`config.mk`:
```
export PLATFORM = sky130hd
export DESIGN_NAME = ex_mdu
export DESIGN_NICKNAME = d
export VERILOG_FILES = /design/src/rtl/ex_mdu.sv
export SDC_FILE = /design/constraint.sdc
export NUM_CORES = 1
export LEC_CHECK = 0
export BUFFER_PORTS_ARGS = -buffer_cell sky130_fd_sc_hd__buf_2
export CAP_MARGIN = 20
export CORE_MARGIN = 2
export CORE_UTILIZATION = 45
export CTS_CLUSTER_SIZE = 12
export DETAILED_ROUTE_END_ITERATION = 8
export SYNTH_ARGS = -nofsm -noshare
export SYNTH_HDL_FRONTEND = slang
export SYNTH_SLANG_ARGS = --single-unit
```
`constraint.sdc`:
```
create_clock -name clk -period 6.3 [get_ports clk]
set_input_delay 0.315 -clock clk [delete_from_list [all_inputs] [get_ports clk]]
set_output_delay 0.315 -clock clk [all_outputs]
set_load 0.01 [all_outputs]
```
`src/rtl/ex_mdu.sv`:
```
// RV32M multiply/divide unit sitting beside the execute stage.
// Iterative shift-add multiply and restoring divide, UNROLL bits per cycle, with divide fast paths.
module ex_mdu #(
  parameter int XLEN   = 32,
  parameter int UNROLL = 1
) (
  input  logic            clk,
  input  logic            rst_n,
  input  logic [31:0]     inst_i,
  input  logic [XLEN-1:0] op1_i,
  input  logic [XLEN-1:0] op2_i,
  input  logic [4:0]      rd_addr_i,
  input  logic            rd_wen_i,
  input  logic            flush_i,
  output logic [4:0]      rd_addr_o,
  output logic [XLEN-1:0] rd_data_o,
  output logic            rd_wen_o,
  output logic            hold_flag_o,
  output logic            busy_o
);
  localparam int N     = XLEN / UNROLL;
  localparam int CNT_W = (N > 1) ? $clog2(N) : 1;
  localparam logic [XLEN-1:0]  MIN_NEG  = {1'b1, {(XLEN-1){1'b0}}};
  localparam logic [XLEN-1:0]  ALL_ONES = {XLEN{1'b1}};
  localparam logic [CNT_W-1:0] CNT_LAST = CNT_W'(N - 1);

  typedef enum logic [1:0] {IDLE, CALC, DONE} state_t;

  state_t           state, state_nxt;
  logic [CNT_W-1:0] cnt;

  function automatic logic [XLEN-1:0] neg_x(input logic [XLEN-1:0] v, input logic en);
    return en ? (~v + XLEN'(1)) : v;
  endfunction

  function automatic logic [2*XLEN-1:0] neg_2x(input logic [2*XLEN-1:0] v, input logic en);
    return en ? (~v + (2*XLEN)'(1)) : v;
  endfunction

  logic            is_m, start, in_div, sa, sb, div_zero, div_ovf, fast;
  logic [2:0]      f3;
  logic [XLEN-1:0] abs_a, abs_b, fast_res;
  logic            unused_inst;

  assign f3          = inst_i[14:12];
  assign is_m        = (inst_i[6:0] == 7'b0110011) && (inst_i[31:25] == 7'b0000001);
  assign start       = rst_n && (state == IDLE) && is_m && !flush_i;
  assign in_div      = f3[2];
  assign unused_inst = ^{inst_i[24:15], inst_i[11:7]};

  // Operand signedness: MUL low half is sign-agnostic, so it runs unsigned.
  always_comb begin
    sa = 1'b0;
    sb = 1'b0;
    case (f3)
      3'b001, 3'b100, 3'b110: begin
        sa = op1_i[XLEN-1];
        sb = op2_i[XLEN-1];
      end
      3'b010:  sa = op1_i[XLEN-1];
      default: ;
    endcase
  end

  assign abs_a    = neg_x(op1_i, sa);
  assign abs_b    = neg_x(op2_i, sb);
  assign div_zero = in_div && (op2_i == '0);
  assign div_ovf  = in_div && !f3[0] && (op1_i == MIN_NEG) && (op2_i == ALL_ONES);
  assign fast     = div_zero || div_ovf;
  assign fast_res = div_zero ? (f3[1] ? op1_i : ALL_ONES) : (f3[1] ? '0 : MIN_NEG);

  logic [2:0]        f3_r;
  logic              sa_r, sb_r, wen_r;
  logic [4:0]        addr_r;
  logic [2*XLEN-1:0] acc, sh;
  logic [XLEN-1:0]   qv, den, res;

  // Iteration step: both engines evaluated, the latched funct3 picks which one commits.
  logic [2*XLEN-1:0] m_acc, m_sh;
  logic [XLEN-1:0]   m_q, d_q, d_r;
  logic [XLEN:0]     d_t;

  always_comb begin
    m_acc = acc;
    m_sh  = sh;
    m_q   = qv;
    d_q   = qv;
    d_r   = acc[XLEN-1:0];
    d_t   = '0;
    for (int i = 0; i < UNROLL; i++) begin
      if (m_q[0]) m_acc = m_acc + m_sh;
      m_sh = m_sh << 1;
      m_q  = m_q >> 1;
      d_t  = {d_r, d_q[XLEN-1]};
      d_q  = d_q << 1;
      if (d_t >= {1'b0, den}) begin
        d_t    = d_t - {1'b0, den};
        d_q[0] = 1'b1;
      end
      d_r = d_t[XLEN-1:0];
    end
  end

  logic [2*XLEN-1:0] prod;
  logic [XLEN-1:0]   calc_res;

  always_comb begin
    prod = neg_2x(m_acc, sa_r ^ sb_r);
    if (f3_r[2])
      calc_res = f3_r[1] ? neg_x(d_r, sa_r) : neg_x(d_q, sa_r ^ sb_r);
    else
      calc_res = (f3_r[1:0] == 2'b00) ? prod[XLEN-1:0] : prod[2*XLEN-1:XLEN];
  end

  always_ff @(posedge clk or negedge rst_n) begin
    if (!rst_n) begin
      state <= IDLE;
      cnt   <= '0;
    end else begin
      state <= state_nxt;
      cnt   <= (state == CALC && state_nxt == CALC) ? cnt + CNT_W'(1) : '0;
    end
  end

  always_comb begin
    state_nxt = state;
    case (state)
      IDLE: if (start) state_nxt = fast ? DONE : CALC;
      CALC: begin
        if (flush_i)              state_nxt = IDLE;
        else if (cnt == CNT_LAST) state_nxt = DONE;
      end
      DONE:    state_nxt = IDLE;
      default: state_nxt = IDLE;
    endcase
  end

  // Operand capture at start, iteration in CALC, result latched on the last step.
  always_ff @(posedge clk) begin
    if (start) begin
      f3_r   <= f3;
      sa_r   <= sa;
      sb_r   <= sb;
      addr_r <= rd_addr_i;
      wen_r  <= rd_wen_i;
      acc    <= '0;
      den    <= abs_b;
      res    <= fast_res;
      if (in_div) begin
        sh <= '0;
        qv <= abs_a;
      end else begin
        sh <= {{XLEN{1'b0}}, abs_a};
        qv <= abs_b;
      end
    end else if (state == CALC) begin
      acc <= f3_r[2] ? {{XLEN{1'b0}}, d_r} : m_acc;
      sh  <= m_sh;
      qv  <= f3_r[2] ? d_q : m_q;
      if (cnt == CNT_LAST) res <= calc_res;
    end
  end

  always_comb begin
    rd_wen_o    = 1'b0;
    rd_addr_o   = '0;
    rd_data_o   = '0;
    hold_flag_o = start || (state == CALC);
    busy_o      = (state != IDLE);
    if (state == DONE) begin
      rd_wen_o  = wen_r && !flush_i;
      rd_addr_o = addr_r;
      rd_data_o = res;
    end
  end
endmodule
```
==> results.cfg <==
[logic_synthesis]
synth_nets = 3337
synthFlopType = edfxtp_1
async_flop_share = 0.0289
synth_edf_count = 171
synth.avg_cell_area_um2 = 7.80
synth_seq_area_share = 0.270
synth_area_um2 = 24400
synth.distinct_cells = 103
syn_inst = 3127
synth_seq_cells = 242
yosysWarningCount = 0

[clock_tree]
post-cts-setup-buffer-count = 0
cts-buffers-inserted = 30
htreeDepth = 1
cts_resized = 0
clock_sinks = 242
cts.clk_slew.worst_paths_ns = 0.07
max-clock-path-buffers = 3
ctsRootBufferMaster = clkbuf_16
worstSkewPairLatency_ns = 0.60
cts_tree = built

[cells_and_area]
nFillCells = 5252
utilization = 0.502
fin_cells = 3925
fin_nets = 3407
multi_input_area_um2 = 16700
register_area_um2 = 6590
drive_gt1_frac = 0.111
area_growth_pct = 10.6

[floorplan]
coreArea_um2 = 53700
pin_count = 145
die_width_um = 237
die_y_um = 237
dieArea_um2 = 56100
start_util = 0.454
num_rows = 85

[setup_path]
r2r_end = res[29]
cp-end-kind = register
r2r_start = sh[6]
r2r_cells = 14
crit_type = register to register
rrSetupSlack_ns = 0.49
cp-start-kind = register
cp_max_fo = 6
cp_data_arrival_time_ns = 6.24
critical_path_required_ns = 6.73

[job]
max-cap-violations = 0

[power_and_ir_drop]
p_leak_nw = 10.2
total_power_mw = 5.15
peakVddDrop_v = 0.000228
pwr_density_cell_nw_per_um2 = 191

[sta]
final-max-slew-violation-count = 0
setup_violations = 0
fmax_mhz = 172
period_needed_ns = 5.81
slew_headroom = 0.169
tightest_slew_ns = 1.24
finalCritPeriodShare = 0.922
fin_setup_tns_ns = 0
finalHoldViolations = 0
fin_skew_ns = 0.0135
rsz0062_at_grt = false

[hold_path]
hold_end = state[1]
hold_path.startpoint = flush_i
worstHoldPathCells = 2
hold_class = input pin to register

[detailed_routing]
dr.max_layer_used = met5
postRouteAntennaNets = 0
wl_met2_um = 47700
vias = 26200
dr_wl_met3_um = 10800
wl_per_cell_um = 28.1
dr.pass1.iters = 6
drc = 0
drt-initial-drc-count = 3251
via_per_inst = 6.67
totalWireLength_um = 110000
met1_length_um = 45400

[global_routing]
grt_pass1_wl_um = 160000
grtUsageTotal = 0.383
overflow = 0
grt_max_degree = 105
grt_pass1_vias = 24200
antenna_found_initial = 13

[placement]
port_buffers = 129
hpwl_um = 88500
gp_congestion = 1.07
dp.cells = 3852

[outcome]
status = complete, no violations
-- cell type report --
class,count,area share
well taps,696,0.0323
repair buffers,221,0.0508
inverters,93,0.0131
clock buffers,40,0.0303
clock inverters,16,0.00835
flip-flops and latches,242,0.244
diodes,8,0.000742
multi-input cells,2609,0.620
-- cells in the mapped netlist (all sizes together), types with 18 or more instances --
cell    number  share of area
a21o        41          0.013
o211ai      64          0.021
nor4        38          0.012
and2        86          0.022
o31ai       39          0.012
clkbuf     107          0.016
nor2       275          0.042
buf         76          0.015
xor2        85          0.031
mux2        18         0.0083
nand2b      33         0.0085
nand4       73          0.019
nand2      341          0.053
a31oi       46          0.012
edfxtp     171           0.21
nor2b       18         0.0047
inv         92          0.014
nor3       105          0.022
o21ai      277          0.057
a21oi      276          0.058
nand3       57          0.012
xnor2      107          0.038
a211oi      49          0.017
ha         103          0.053
o21a        25         0.0077
dfxtp       64          0.053
or3         47          0.012
mux2i       93          0.038
-- sequential cells by signal, indices dropped and copies added, names as in the netlist --
name and cells:
sa_r 1, qv 32, addr_r 5, acc 64, sh 64, wen_r 1
state 2, cnt 5, res 32, sb_r 1, den 32, f3_r 3
-- worst max-delay path, cell delays in order, from the launching register on --
cell and delay (ns):
edfxtp_1 0.46, ha_1 0.49, a21oi_2 0.54, o211ai_1 0.49, a21oi_2 0.46, o31ai_1 0.18
and3b_1 0.31, or3_1 0.37, a311oi_1 0.60, nand4_1 0.31, nor2_1 0.47, nand2_1 0.20
nor2_1 0.18, mux2_1 0.34, a211oi_1 0.23
-- worst max-delay path by stage --
stage,start,to,slack [ns]
floorplan,acc[21],res[24],1.06
CTS,acc[0],res[23],0.71
finish,sh[6],res[29],0.49
detailed placement,acc[0],res[29],0.73
global route,acc[0],res[29],0.26
global placement,sh[3],res[22],0.83
-- routing by layer --
metal | vias to the layer above | global-route usage
met5 | - | 0
met3 | 303 | 0.0804
met4 | 8 | 0.185
li1 | 11900 | -
met1 | 12400 | 0.508
met2 | 1544 | 0.594
-- what timing repair did --
item | in CTS | in global routing
hold endpoints to repair | 15 | 0
hold buffers | 9 | 0
endpoints found under the setup margin | 0 | 0
-- cells by family (layout without fill, tap and decap cells) --
kind of cell,after synthesis,after routing,synth area share
buf+inv,276,370,0.0459
xor+xnor,192,192,0.0690
mux,111,111,0.0465
fa+ha+maj,105,105,0.0545
flops,242,242,0.270
simple gates,1174,1174,0.239
compound gates,1027,1027,0.275
other cells,0,8,0
-- layout by cell type, fill, tap and decap left out, types with 15 or more instances in the layout --
cell | Yosys | layout
nor4_1 | 32 | 32
and2_1 | 86 | 86
or4_1 | 17 | 16
ha_1 | 103 | 103
nand2b_1 | 33 | 32
or3_1 | 46 | 46
inv_1 | 90 | 87
a21o_1 | 41 | 41
dfxtp_1 | 64 | 64
edfxtp_1 | 171 | 171
a21oi_1 | 269 | 269
o21ai_1 | 24 | 24
mux2i_1 | 93 | 93
a211oi_1 | 42 | 42
o31ai_1 | 37 | 37
xnor2_1 | 107 | 106
a31oi_1 | 46 | 46
nand4_1 | 73 | 73
nand2_1 | 339 | 339
o21bai_1 | 17 | 17
clkbuf_16 | 0 | 30
o21ai_0 | 252 | 252
nor2_1 | 275 | 273
and3_1 | 17 | 17
xor2_1 | 85 | 84
nor3_1 | 102 | 102
nand3_1 | 56 | 56
buf_2 | 55 | 129
buf_4 | 2 | 82
nor2b_1 | 17 | 15
o21a_1 | 25 | 25
o211ai_1 | 60 | 60
-- per-stage QoR --
| stage | setup WS (ns) | hold WS (ns) | area, µm² |
|---|---|---|---|
| global placement | 0.834 | 0.162 | 25800 |
| global route | 0.261 | 0.0348 | 26900 |
| detailed placement | 0.735 | 0.164 | 25800 |
| finish | 0.489 | 0.0116 | 27000 |
| CTS | 0.711 | 0.00438 | 26900 |
| floorplan | 1.06 | 0.0194 | 24400 |
-- power breakdown --
group / internal (mW) / switching [mW] / total, mW
sequential: 1.72 / 0.0533 / 1.78
clock: 1.12 / 0.745 / 1.86
combinational: 0.477 / 1.03 / 1.51
total: 3.32 / 1.83 / 5.15
(Power assumes the default switching activity.)
